<file path="src/rtl/mem_bridge_pkg.sv">
// Shared types and constants for the mem_req_bridge request/response bridge.
// Holds the FSM state enum, the default-width request record and the statistics width.
package mem_bridge_pkg;

   localparam int DEF_ADDR_WIDTH = 8;
   localparam int DEF_DATA_WIDTH = 16;
   localparam int STAT_WIDTH     = 32;

   typedef enum logic [1:0] {
      IDLE    = 2'd0,
      ISSUE   = 2'd1,
      RD_WAIT = 2'd2
   } state_e;

   typedef struct packed {
      logic                      wr;
      logic [DEF_ADDR_WIDTH-1:0] addr;
      logic [DEF_DATA_WIDTH-1:0] wdata;
   } req_t;

endpackage

</file>
<file path="src/rtl/mem_req_bridge_fifo.sv">
// sync_fifo: single-clock show-ahead FIFO; head word is visible on o_pop_data whenever not empty.
// Push is ignored when full and pop is ignored when empty; o_count is the registered occupancy.
module sync_fifo
   import mem_bridge_pkg::*;
#(
   parameter int WIDTH = 8,
   parameter int DEPTH = 4,
   localparam int PTR_W = $clog2(DEPTH),
   localparam int CNT_W = PTR_W + 1
) (
   input  logic             clk,
   input  logic             rst,
   input  logic             i_push,
   input  logic [WIDTH-1:0] i_push_data,
   input  logic             i_pop,
   output logic [WIDTH-1:0] o_pop_data,
   output logic             o_full,
   output logic             o_empty,
   output logic [CNT_W-1:0] o_count
);

   logic [WIDTH-1:0] r_mem [DEPTH];
   logic [PTR_W-1:0] r_wr_ptr;
   logic [PTR_W-1:0] r_rd_ptr;
   logic [CNT_W-1:0] r_count;
   logic             w_push;
   logic             w_pop;

   assign o_full     = (r_count == CNT_W'(DEPTH));
   assign o_empty    = (r_count == '0);
   assign o_count    = r_count;
   assign o_pop_data = r_mem[r_rd_ptr];

   assign w_push = i_push & ~o_full;
   assign w_pop  = i_pop & ~o_empty;

   // Storage carries no reset; validity is tracked purely by the pointers and count.
   always_ff @(posedge clk) begin
      if (w_push) begin
         r_mem[r_wr_ptr] <= i_push_data;
      end
   end

   always_ff @(posedge clk) begin
      if (rst) begin
         r_wr_ptr <= '0;
         r_rd_ptr <= '0;
         r_count  <= '0;
      end else begin
         if (w_push) begin
            r_wr_ptr <= r_wr_ptr + PTR_W'(1);
         end
         if (w_pop) begin
            r_rd_ptr <= r_rd_ptr + PTR_W'(1);
         end
         case ({w_push, w_pop})
            2'b10:   r_count <= r_count + CNT_W'(1);
            2'b01:   r_count <= r_count - CNT_W'(1);
            default: r_count <= r_count;
         endcase
      end
   end

endmodule

</file>
<file path="src/rtl/mem_req_bridge.sv">
// mem_req_bridge: queues read/write requests, issues them one at a time to a single-port memory
// and returns credit-limited read data in order. Optional counters: MEM_REQ_BRIDGE_STATS_EN.
module mem_req_bridge
   import mem_bridge_pkg::*;
#(
   parameter int ADDR_WIDTH = 8,
   parameter int DATA_WIDTH = 16,
   parameter int REQ_DEPTH  = 4,
   parameter int RSP_DEPTH  = 2
) (
   input  logic                  clk,
   input  logic                  rst,
   input  logic                  req_vld_i,
   output logic                  req_rdy_o,
   input  logic                  req_wr_i,
   input  logic [ADDR_WIDTH-1:0] req_addr_i,
   input  logic [DATA_WIDTH-1:0] req_wdata_i,
   output logic                  mem_vld_o,
   output logic                  mem_wr_o,
   output logic [ADDR_WIDTH-1:0] mem_addr_o,
   output logic [DATA_WIDTH-1:0] mem_wdata_o,
   input  logic                  mem_rdy_i,
   input  logic [DATA_WIDTH-1:0] mem_rdata_i,
   output logic                  rsp_vld_o,
   input  logic                  rsp_rdy_i,
   output logic [DATA_WIDTH-1:0] rsp_data_o,
   output logic                  busy_o
`ifdef MEM_REQ_BRIDGE_STATS_EN
   ,
   output logic [STAT_WIDTH-1:0] wr_cnt_o,
   output logic [STAT_WIDTH-1:0] rd_cnt_o
`endif
);

   localparam int REQ_W     = 1 + ADDR_WIDTH + DATA_WIDTH;
   localparam int REQ_CNT_W = $clog2(REQ_DEPTH) + 1;
   localparam int RSP_CNT_W = $clog2(RSP_DEPTH) + 1;

   state_e                 r_state;
   state_e                 w_state_next;

   logic                   w_req_push;
   logic                   w_req_full;
   logic                   w_req_empty;
   logic [REQ_CNT_W-1:0]   w_req_count;
   logic [REQ_W-1:0]       w_req_in;
   logic [REQ_W-1:0]       w_req_head;
   logic                   w_req_nonempty_next;

   logic                   w_head_wr;
   logic                   w_rd_pending;
   logic                   w_credit;
   logic                   w_mem_vld;
   logic                   w_mem_acc;
   logic                   w_rd_acc;

   logic                   w_rsp_push;
   logic                   w_rsp_pop;
   logic                   w_rsp_full;
   logic                   w_rsp_empty;
   logic [RSP_CNT_W-1:0]   w_rsp_count;

   // ---------------- request queue ----------------
   assign w_req_push = req_vld_i & req_rdy_o;
   assign w_req_in   = {req_wr_i, req_addr_i, req_wdata_i};
   assign req_rdy_o  = ~w_req_full;

   sync_fifo #(
      .WIDTH (REQ_W),
      .DEPTH (REQ_DEPTH)
   ) u_req_fifo (
      .clk         (clk),
      .rst         (rst),
      .i_push      (w_req_push),
      .i_push_data (w_req_in),
      .i_pop       (w_mem_acc),
      .o_pop_data  (w_req_head),
      .o_full      (w_req_full),
      .o_empty     (w_req_empty),
      .o_count     (w_req_count)
   );

   assign w_head_wr = w_req_head[REQ_W-1];

   // Occupancy after this edge; lets IDLE hand over to ISSUE in the same cycle as the push.
   assign w_req_nonempty_next = w_req_push |
                                (~w_req_empty & ~(w_mem_acc & (w_req_count == REQ_CNT_W'(1))));

   // ---------------- issue side ----------------
   assign w_rd_pending = (r_state == RD_WAIT);
   assign w_credit     = (w_rsp_count + {{(RSP_CNT_W-1){1'b0}}, w_rd_pending})
                         < RSP_CNT_W'(RSP_DEPTH);
   assign w_mem_vld    = (r_state == ISSUE) & ~w_req_empty & (w_head_wr | w_credit);
   assign w_mem_acc    = w_mem_vld & mem_rdy_i;
   assign w_rd_acc     = w_mem_acc & ~w_head_wr;

   assign mem_vld_o   = w_mem_vld;
   assign mem_wr_o    = w_head_wr;
   assign mem_addr_o  = w_req_head[ADDR_WIDTH+DATA_WIDTH-1:DATA_WIDTH];
   assign mem_wdata_o = w_req_head[DATA_WIDTH-1:0];

   always_comb begin
      w_state_next = r_state;
      case (r_state)
         IDLE: begin
            if (w_req_nonempty_next) begin
               w_state_next = ISSUE;
            end
         end
         ISSUE: begin
            if (w_rd_acc) begin
               w_state_next = RD_WAIT;
            end else if (!w_req_nonempty_next) begin
               w_state_next = IDLE;
            end
         end
         RD_WAIT: begin
            w_state_next = w_req_nonempty_next ? ISSUE : IDLE;
         end
         default: w_state_next = IDLE;
      endcase
   end

   always_ff @(posedge clk) begin
      if (rst) begin
         r_state <= IDLE;
      end else begin
         r_state <= w_state_next;
      end
   end

   // ---------------- response queue ----------------
   // Credit guarantees a free slot in RD_WAIT; the full check is only a safety net.
   assign w_rsp_push = (r_state == RD_WAIT) & ~w_rsp_full;
   assign w_rsp_pop  = rsp_vld_o & rsp_rdy_i;
   assign rsp_vld_o  = ~w_rsp_empty;

   sync_fifo #(
      .WIDTH (DATA_WIDTH),
      .DEPTH (RSP_DEPTH)
   ) u_rsp_fifo (
      .clk         (clk),
      .rst         (rst),
      .i_push      (w_rsp_push),
      .i_push_data (mem_rdata_i),
      .i_pop       (w_rsp_pop),
      .o_pop_data  (rsp_data_o),
      .o_full      (w_rsp_full),
      .o_empty     (w_rsp_empty),
      .o_count     (w_rsp_count)
   );

   assign busy_o = ~w_req_empty | (r_state == RD_WAIT) | ~w_rsp_empty;

`ifdef MEM_REQ_BRIDGE_STATS_EN
   logic [STAT_WIDTH-1:0] r_wr_cnt;
   logic [STAT_WIDTH-1:0] r_rd_cnt;

   // Saturating counters of accepted memory transactions.
   always_ff @(posedge clk) begin
      if (rst) begin
         r_wr_cnt <= '0;
         r_rd_cnt <= '0;
      end else begin
         if (w_mem_acc && w_head_wr && !(&r_wr_cnt)) begin
            r_wr_cnt <= r_wr_cnt + STAT_WIDTH'(1);
         end
         if (w_rd_acc && !(&r_rd_cnt)) begin
            r_rd_cnt <= r_rd_cnt + STAT_WIDTH'(1);
         end
      end
   end

   assign wr_cnt_o = r_wr_cnt;
   assign rd_cnt_o = r_rd_cnt;
`endif

endmodule

</file>
<file path="config.mk">
export PLATFORM = sky130hd
export DESIGN_NAME = mem_req_bridge
export DESIGN_NICKNAME = d
export VERILOG_FILES = /design/src/rtl/mem_bridge_pkg.sv /design/src/rtl/mem_req_bridge_fifo.sv /design/src/rtl/mem_req_bridge.sv
export SDC_FILE = /design/constraint.sdc
export NUM_CORES = 1
export LEC_CHECK = 0
export ABC_CLOCK_PERIOD_IN_PS = 2400
export CAP_MARGIN = 30
export CELL_PAD_IN_SITES_DETAIL_PLACEMENT = 1
export CELL_PAD_IN_SITES_GLOBAL_PLACEMENT = 1
export CORE_ASPECT_RATIO = 1.2
export CORE_MARGIN = 1.5
export CORE_UTILIZATION = 45
export DETAILED_ROUTE_END_ITERATION = 10
export GPL_TIMING_DRIVEN = 0
export PLACE_DENSITY_LB_ADDON = 0.1
export REMOVE_ABC_BUFFERS = 1
export SLEW_MARGIN = 20
export SYNTH_ARGS = -nofsm -noshare
export SYNTH_HDL_FRONTEND = slang
export SYNTH_SLANG_ARGS = --single-unit
</file>
<file path="constraint.sdc">
create_clock -name clk -period 2.4 [get_ports clk]
set_input_delay 0.48 -clock clk [delete_from_list [all_inputs] [get_ports clk]]
set_output_delay 0.48 -clock clk [all_outputs]
set_load 0.05 [all_outputs]
</file>
==> results by group, run 1 <==
Outcome
  • Status: complete, no violations

Timing
  • Hold slack: roughly 490 ps
  • Setup violators final: 0
  • Max Slew Vio Count: 0
  • Fmax: roughly 0.43 GHz
  • Relative slew slack: 0.491
  • Least-Margin Pin Slew: around 760 ps
  • RSZ-0062 raised after global routing: true
  • Final hold viol count: 0
  • Post-route minimum period: between 2000 and 2500 ps
  • Final period utilization: 0.973
  • Clk_skew: 7.72 ps

Finish
  • Register Area: ~0.0043 sq mm
  • Final instance area: 0.00735 sq mm
  • ANT cells: 0
  • Post-route core utilization: 0.607
  • Multi-input combinational cell area: between 0.001 and 0.0015 sq mm
  • FILL cells: 1,075
  • Final #Nets: 450
  • Layout cell share with drive strength beyond 1: 0.315
  • Finished Layout Cells: approximately 570
  • P&R area growth vs syn: 31.3%

Route
  • Starting DRT DRC Count: 110
  • Routed wire length: approximately 11 mm
  • Max Used Layer: met4
  • Via count: approximately 2,900
  • Antenna Violating Nets Remaining: 0
  • # DRC: 0
  • WL/cell: 20.0 um
  • Metal2 WL: 6.05 mm
  • M1 wire length: around 4.7 mm
  • Met3 Wirelength: around 490 um
  • Drt first pass iters: 5
  • Vias per Instance: 5.09

Setup path
  • CP arrival: around 1900 ps
  • CP max FO: 4
  • CP required: about 1900 ps
  • FF-to-FF End: u_req_fifo.o_count[2]
  • R2R cell count: 7
  • R2R Setup Slk: roughly 150 ps
  • Worst setup path category: flop to primary output
  • Element type at the critical path start: flop
  • CP endpoint kind: primary output

Synthesis
  • Synth Flop Type: edfxtp_1
  • Synth warn: 0
  • Mapped Area: approximately 0.0056 sq mm
  • Post-Synth Adder-Cell Area: 0.0224
  • Synth Area in Compound Gates: 0.0161
  • Netlist cell types: 35
  • Post-synthesis cell count: ~270
  • Main combinational cell family by area after synthesis: multiplexers
  • Mean Syn Cell Area: between 20 and 25 sq um
  • Seq/Total Area, Yosys: 0.766
  • Synth Area in XOR/XNOR: 0.0110
  • Synth async-reset ratio: 0
  • Mux share of post-synthesis cell area: 0.135
  • Yosys reg bits: 148
  • Post-Synth Simple-Gate Area: 0.0365
  • Number of synthesized flops with an enable pin: between 100 and 150

Clock network
  • Clock Sinks: between 100 and 150
  • Root Buffer: clkbuf_16
  • Max Buffers Root-to-Sink: 2
  • CTS tree: built
  • Num CTS Buffers: 17
  • Worst-skew pair later-pin latency: between 400 and 500 ps
  • Clk slew on worst S/H paths: ~60 ps
  • H-tree Lvls: 4

Power
  • Sw Share: 0.254
  • Worst vdd ir: between 400 and 500 uV
  • Leakage power: 2.50 nW
  • Pwr dens: ~880 mW/mm^2
  • Logic pwr share: 0.148
  • Sequential share of power: 0.463
  • Share of total power in the clock network: 0.389
  • P_sw: between 1.5 and 2 mW
  • Int Pwr: 4.83 mW

Floorplan
  • Initial Utilization: 0.462
  • Placeable Area: 0.0121 sq mm
  • Die footprint: 0.0131 sq mm
  • Die Wd: roughly 100 um
  • # IOs: roughly 90
  • Die Y: ~130 um
  • # rows: 44

Placed design
  • # port buffers: 90
  • Placed cell count: slightly above 500
  • RePlAce Congestion: ~0.67
  • Dpl hpwl: between 6 and 7 mm
  • Post-DP Area: between 0.006 and 0.007 sq mm

Worst hold path
  • HP Start: u_req_fifo.r_rd_ptr[1]
  • WHS Path Cells: 2
  • Hold WC Path Type: flop to flop

Global route
  • Initial antenna violation count: 1
  • Vias in the first global route: roughly 3,200
  • Largest net degree at the start of global routing: 26
  • Global-route wire length before repair: between 15 and 20 mm
  • Total GRT Usage: 0.183
  • GR Overflow Total: 0

Run
  • Max Cap Viol: 0
==> area by class of cell <==
type,count,area share
well taps,161,0.0274
clock buffers,18,0.0584
inverters,7,0.00358
multi-input cells,110,0.172
repair buffers,110,0.136
clock inverters,13,0.0184
flip-flops and latches,148,0.584
==> routing by layer <==
| layer | track usage | vias up |
|---|---|---|
| li1 | - | 1331 |
| met1 | 0.219 | 1484 |
| met2 | 0.315 | 61 |
| met3 | 0.0547 | 10 |
| met4 | 0.0604 | 0 |
| met5 | 0 | - |
==> cell usage after synthesis, drive strengths merged, types with 2 or more instances <==
cell    count  share of area
nor2b       2         0.0036
edfxtp    132           0.71
nand2       3         0.0020
or3         3         0.0034
a211oi      2         0.0027
mux4       25           0.10
clkbuf      5         0.0036
nor2       13         0.0087
xnor2       4         0.0063
and2        6         0.0067
buf         4         0.0045
inv         7         0.0047
dfxtp      16          0.057
xor2        3         0.0047
ha         10          0.022
mux2       16          0.032
o21ai       3         0.0027
a21oi       6         0.0054
nand2b      3         0.0034
==> kinds of logic (layout without fill, tap and decap cells) <==
| family | after synthesis | after routing |
|---|---|---|
| multiplexers | 42 | 42 |
| buffers and inverters | 16 | 148 |
| AND/OR/NAND/NOR | 37 | 37 |
| flip-flops | 148 | 148 |
| adder cells (fa/ha/maj) | 10 | 10 |
| AO/OA/AOI/OAI | 14 | 14 |
| XOR/XNOR | 7 | 7 |
==> stage by stage <==
stage | worst slack, ps | power (mW) | setup TNS [ps]
2_1_floorplan | -1080 | 3.65 | -4990
3_3_place_gp | -1460 | 3.98 | -109340
3_5_place_dp | -500 | 4.02 | -34990
4_1_cts | -275 | 6.50 | -331
5_1_grt | -3.52 | 6.68 | -3.52
6_report | 65.1 | 6.47 | 0
==> power groups by stage <==
stage          logic [mW]  registers, mW  clock network, mW
3_5_place_dp        0.949           3.07                  0
5_1_grt              1.02           3.01               2.65
3_3_place_gp        0.908           3.07                  0
2_1_floorplan       0.595           3.05                  0
6_report            0.956           2.99               2.52
4_1_cts             0.928           3.00               2.57
==> registers in the layout, summed over array words and instances (netlist names), named ones only <==
signal and cells:
u_req_fifo.r_wr_ptr 2, u_rsp_fifo.o_count 2, u_rsp_fifo.r_rd_ptr 1, r_state 2, u_rsp_fifo.r_wr_ptr 1, u_req_fifo.r_mem 100, u_rsp_fifo.r_mem 32, u_req_fifo.o_count 3
u_req_fifo.r_rd_ptr 2
==> layout by cell type, fill, tap and decap left out, types with 2 or more instances in the layout <==
master           count
bufinv_16            2
clkbuf_2             7
inv_1                7
clkinvlp_4           5
clkinv_1             3
xor2_1               3
nand2b_1             2
o21ai_0              3
and2_2               2
and2_4               2
and2_1               2
nor2_1              12
buf_4               18
clkdlybuf4s50_1     46
edfxtp_1           132
mux4_2              25
dlygate4sd2_1       19
buf_2                8
clkbuf_16           17
inv_6                2
buf_6                3
a211oi_1             2
nand2_1              3
xnor2_1              4
or3_1                3
mux2_2              16
a21oi_1              6
ha_1                10
clkdlybuf4s15_2      6
dfxtp_4              2
dfxtp_1             13
==> worst max-delay path, cell delays in order (launching register included) <==
cell and delay [ps]:
dfxtp_4 370, buf_6 110, mux4_2 570, nor2b_4 190, nor3_2 60, buf_6 150
==> what timing repair did <==
item                                    4_1_cts  5_1_grt
resized for setup                           106       30
endpoints found under the setup margin       72       96
setup buffers                                 3       15
hold buffers                                  0        0
pin swaps                                     0        1
==> worst max path at each step <==
stage	start	end	slack, ps	cells after the start
after floorplan	flop	mem_vld_o	-1080	3
after global placement	flop	mem_vld_o	-1460	4
after detailed placement	flop	mem_vld_o	-500	4
after CTS	flop	mem_vld_o	-280	5
after global routing	flop	mem_vld_o	-4	5
final	flop	mem_vld_o	70	5
(Power assumes the default switching activity.)
==> run 2, diff against run 1 <==
Settings changed: CORE_UTILIZATION 45 to 46, CTS_BUF_LIST set to sky130_fd_sc_hd__clkbuf_4.
==> results by group, run 2 (synthesis gave the netlist of run 1 again) <==
Route
  • Via count: 2,868 (-0.62%)
  • Drt first pass iters: 4 (-1)
  • Antenna Violating Nets Remaining: 0 (unchanged)
  • Starting DRT DRC Count: 90 (-18%)
  • # DRC: 0 (unchanged)
  • Vias per Instance: 5.13 (+0.80%)
  • WL/cell: 19.4 um (-2.8%)
  • Routed wire length: 10.8 mm (-4.2%)

Floorplan
  • # rows: 43 (-2.3%)
  • Initial Utilization: 0.477 (+0.0151)
  • Die footprint: 0.0128 sq mm (-2.1%)
  • Die Wd: 104 um (-1.1%)
  • # IOs: 91 (unchanged)
  • Placeable Area: 0.0117 sq mm (-3.2%)
  • Die Y: 124 um (-1.1%)

Timing
  • Hold slack: 489 ps (-5.22 ps)
  • Least-Margin Pin Slew: 835 ps (+71.3 ps)
  • RSZ-0062 raised after global routing: true
  • Clk_skew: 19.0 ps (+11.3 ps)
  • Final hold viol count: 0 (unchanged)
  • Fmax: 0.414 GHz (-3.4%)
  • TNS Setup: -16.3 ps (-16.3 ps)
  • Final period utilization: 1.01 (+0.0339)
  • Max Slew Vio Count: 0 (unchanged)
  • Post-route minimum period: 2420 ps (+81.4 ps)
  • Relative slew slack: 0.443 (-0.0481)
  • Worst setup margin: -16.3 ps (-81.4 ps)
  • Setup violators final: 1 (+1)

Setup path
  • CP endpoint kind: primary output
  • Most common cell type on the critical path: buf_6
  • Worst setup path category: flop to primary output
  • CP max-delay cell: mux4_2
  • CP max FO: 4 (unchanged)
  • CP required: 1920 ps (about the same)
  • Element type at the critical path start: flop
  • Crit path largest cell delay: 540 ps (-30 ps)
  • R2R cell count: 7 (unchanged)
  • R2R Setup Slk: 160 ps (about the same)
  • Worst path cell trace: buf_6 -> mux4_2 -> nor2b_4 -> nor3_2 -> buf_6
  • FF-to-FF End: u_req_fifo.o_count[2]
  • CP arrival: 1940 ps (+90 ps)

Clock network
  • Root Buffer: clkbuf_4
  • Clock Sinks: 148 (unchanged)
  • CTS tree: built
  • Num CTS Buffers: 17 (unchanged)
  • Worst-skew pair later-pin latency: 510 ps (+100 ps)
  • Clk slew on worst S/H paths: 120 ps (+60 ps)
  • Max Buffers Root-to-Sink: 2 (unchanged)
  • H-tree Lvls: 4 (unchanged)

Worst hold path
  • Hold WC Path Type: flop to flop
  • HP Start: u_req_fifo.r_rd_ptr[1]
  • WHS Path Cells: 2 (unchanged)

Global route
  • GR Overflow Total: 0 (unchanged)
  • Vias in the first global route: 3,108 (-2.5%)
  • Total GRT Usage: 0.181 (-0.00203)
  • Initial antenna violation count: 1 (unchanged)
  • Largest net degree at the start of global routing: 26 (unchanged)
  • Global-route wire length before repair: 16.9 mm (-4.4%)

Outcome
  • Failing checks: negative setup slack
  • Status: finished, violations left

Finish
  • Max reg flops: 100 (unchanged)
  • FILL cells: 1,092 (+1.6%)
  • Final #Nets: 444 (-1.3%)
  • Most frequent cells in the layout: 132 x edfxtp_1, 45 x clkdlybuf4s50_1, 25 x mux4_2
  • Layout cell share with drive strength beyond 1: 0.322 (+0.00642)
  • Final instance area: 0.00715 sq mm (-2.6%)
  • P&R area growth vs syn: 27.9%
  • Top reg by flops: u_req_fifo.r_mem
  • Commonest non-fill, non-tap cell in the layout: edfxtp_1

Placed design
  • Post-DP Area: 0.00668 sq mm (-0.30%)
  • # port buffers: 90 (unchanged)
  • RePlAce Congestion: 0.670 (-0.40%)
  • Dpl hpwl: 6.64 mm (-4.3%)

Run
  • Max Cap Viol: 0 (unchanged)

Power
  • Worst vdd ir: 417 uV (-11%)
  • Pwr dens: 785 mW/mm^2 (-11%)
  • Leakage power: 2.41 nW (-3.3%)
run 2: critical path, delay by kind of cell (launching register included):
family,cells,cell delay (ps)
mux,1,540
flops,1,390
buf+inv,2,250
simple gates,2,250
run 2: cell type report:
| cell class | count | area [sq um] | area share |
|---|---|---|---|
| Clock buffer | 20 | 150 | 0.0210 |
| Multi-Input combinational cell | 110 | 1260 | 0.176 |
| Inverter | 7 | 26.3 | 0.00367 |
| Clock inverter | 12 | 153 | 0.0213 |
| Timing Repair Buffer | 104 | 1070 | 0.150 |
| Tap cell | 157 | 196 | 0.0275 |
| Antenna cell | 1 | 2.50 | 0.000350 |
| Sequential cell | 148 | 4300 | 0.601 |
run 2: where the power goes:
group	switching [mW]	leakage (nW)	internal [mW]
logic	0.600	0.916	0.417
registers	0.0513	1.34	2.94
clock network	0.849	0.158	0.761
run 2: through the flow:
stage	power, mW	worst slack (ps)	instances	utilization
floorplan	3.65	-1080	265	-
global placement	3.98	-1470	512	0.567
detailed placement	4.01	-461	513	0.570
CTS	5.61	-195	551	0.599
global route	5.83	-128	559	0.610
finish	5.61	-16.3	559	0.610
run 2: routing by layer:
metal	wire, um	global-route usage	up-vias	share of wire
li1	-	-	1316	-
met1	4570	0.220	1469	0.42
met2	5790	0.312	75	0.53
met3	380	0.0466	8	0.035
met4	105	0.0755	0	0.0097
met5	0	0	-	0
run 2: timing repair:
item / in CTS / in global routing
setup endpoints to repair: 148 / 25
gates resized for setup: 189 / 27
cloned: 1 / 0
hold buffers: 0 / 0
setup buffers: 5 / 7
run 2: how the worst max path moves through the flow:
stage | endpoint | slack (ps)
2_1_floorplan | mem_vld_o | -1080
3_3_place_gp | mem_vld_o | -1470
3_5_place_dp | mem_vld_o | -460
4_1_cts | mem_vld_o | -190
5_1_grt | mem_vld_o | -130
6_report | mem_vld_o | -20
==> run 3, diff against run 2 <==
Settings changed: ABC_CLOCK_PERIOD_IN_PS 2400 to unset.
==> results of run 3 <==
No change in the layout: final DEF, timing and power equal those of run 2.
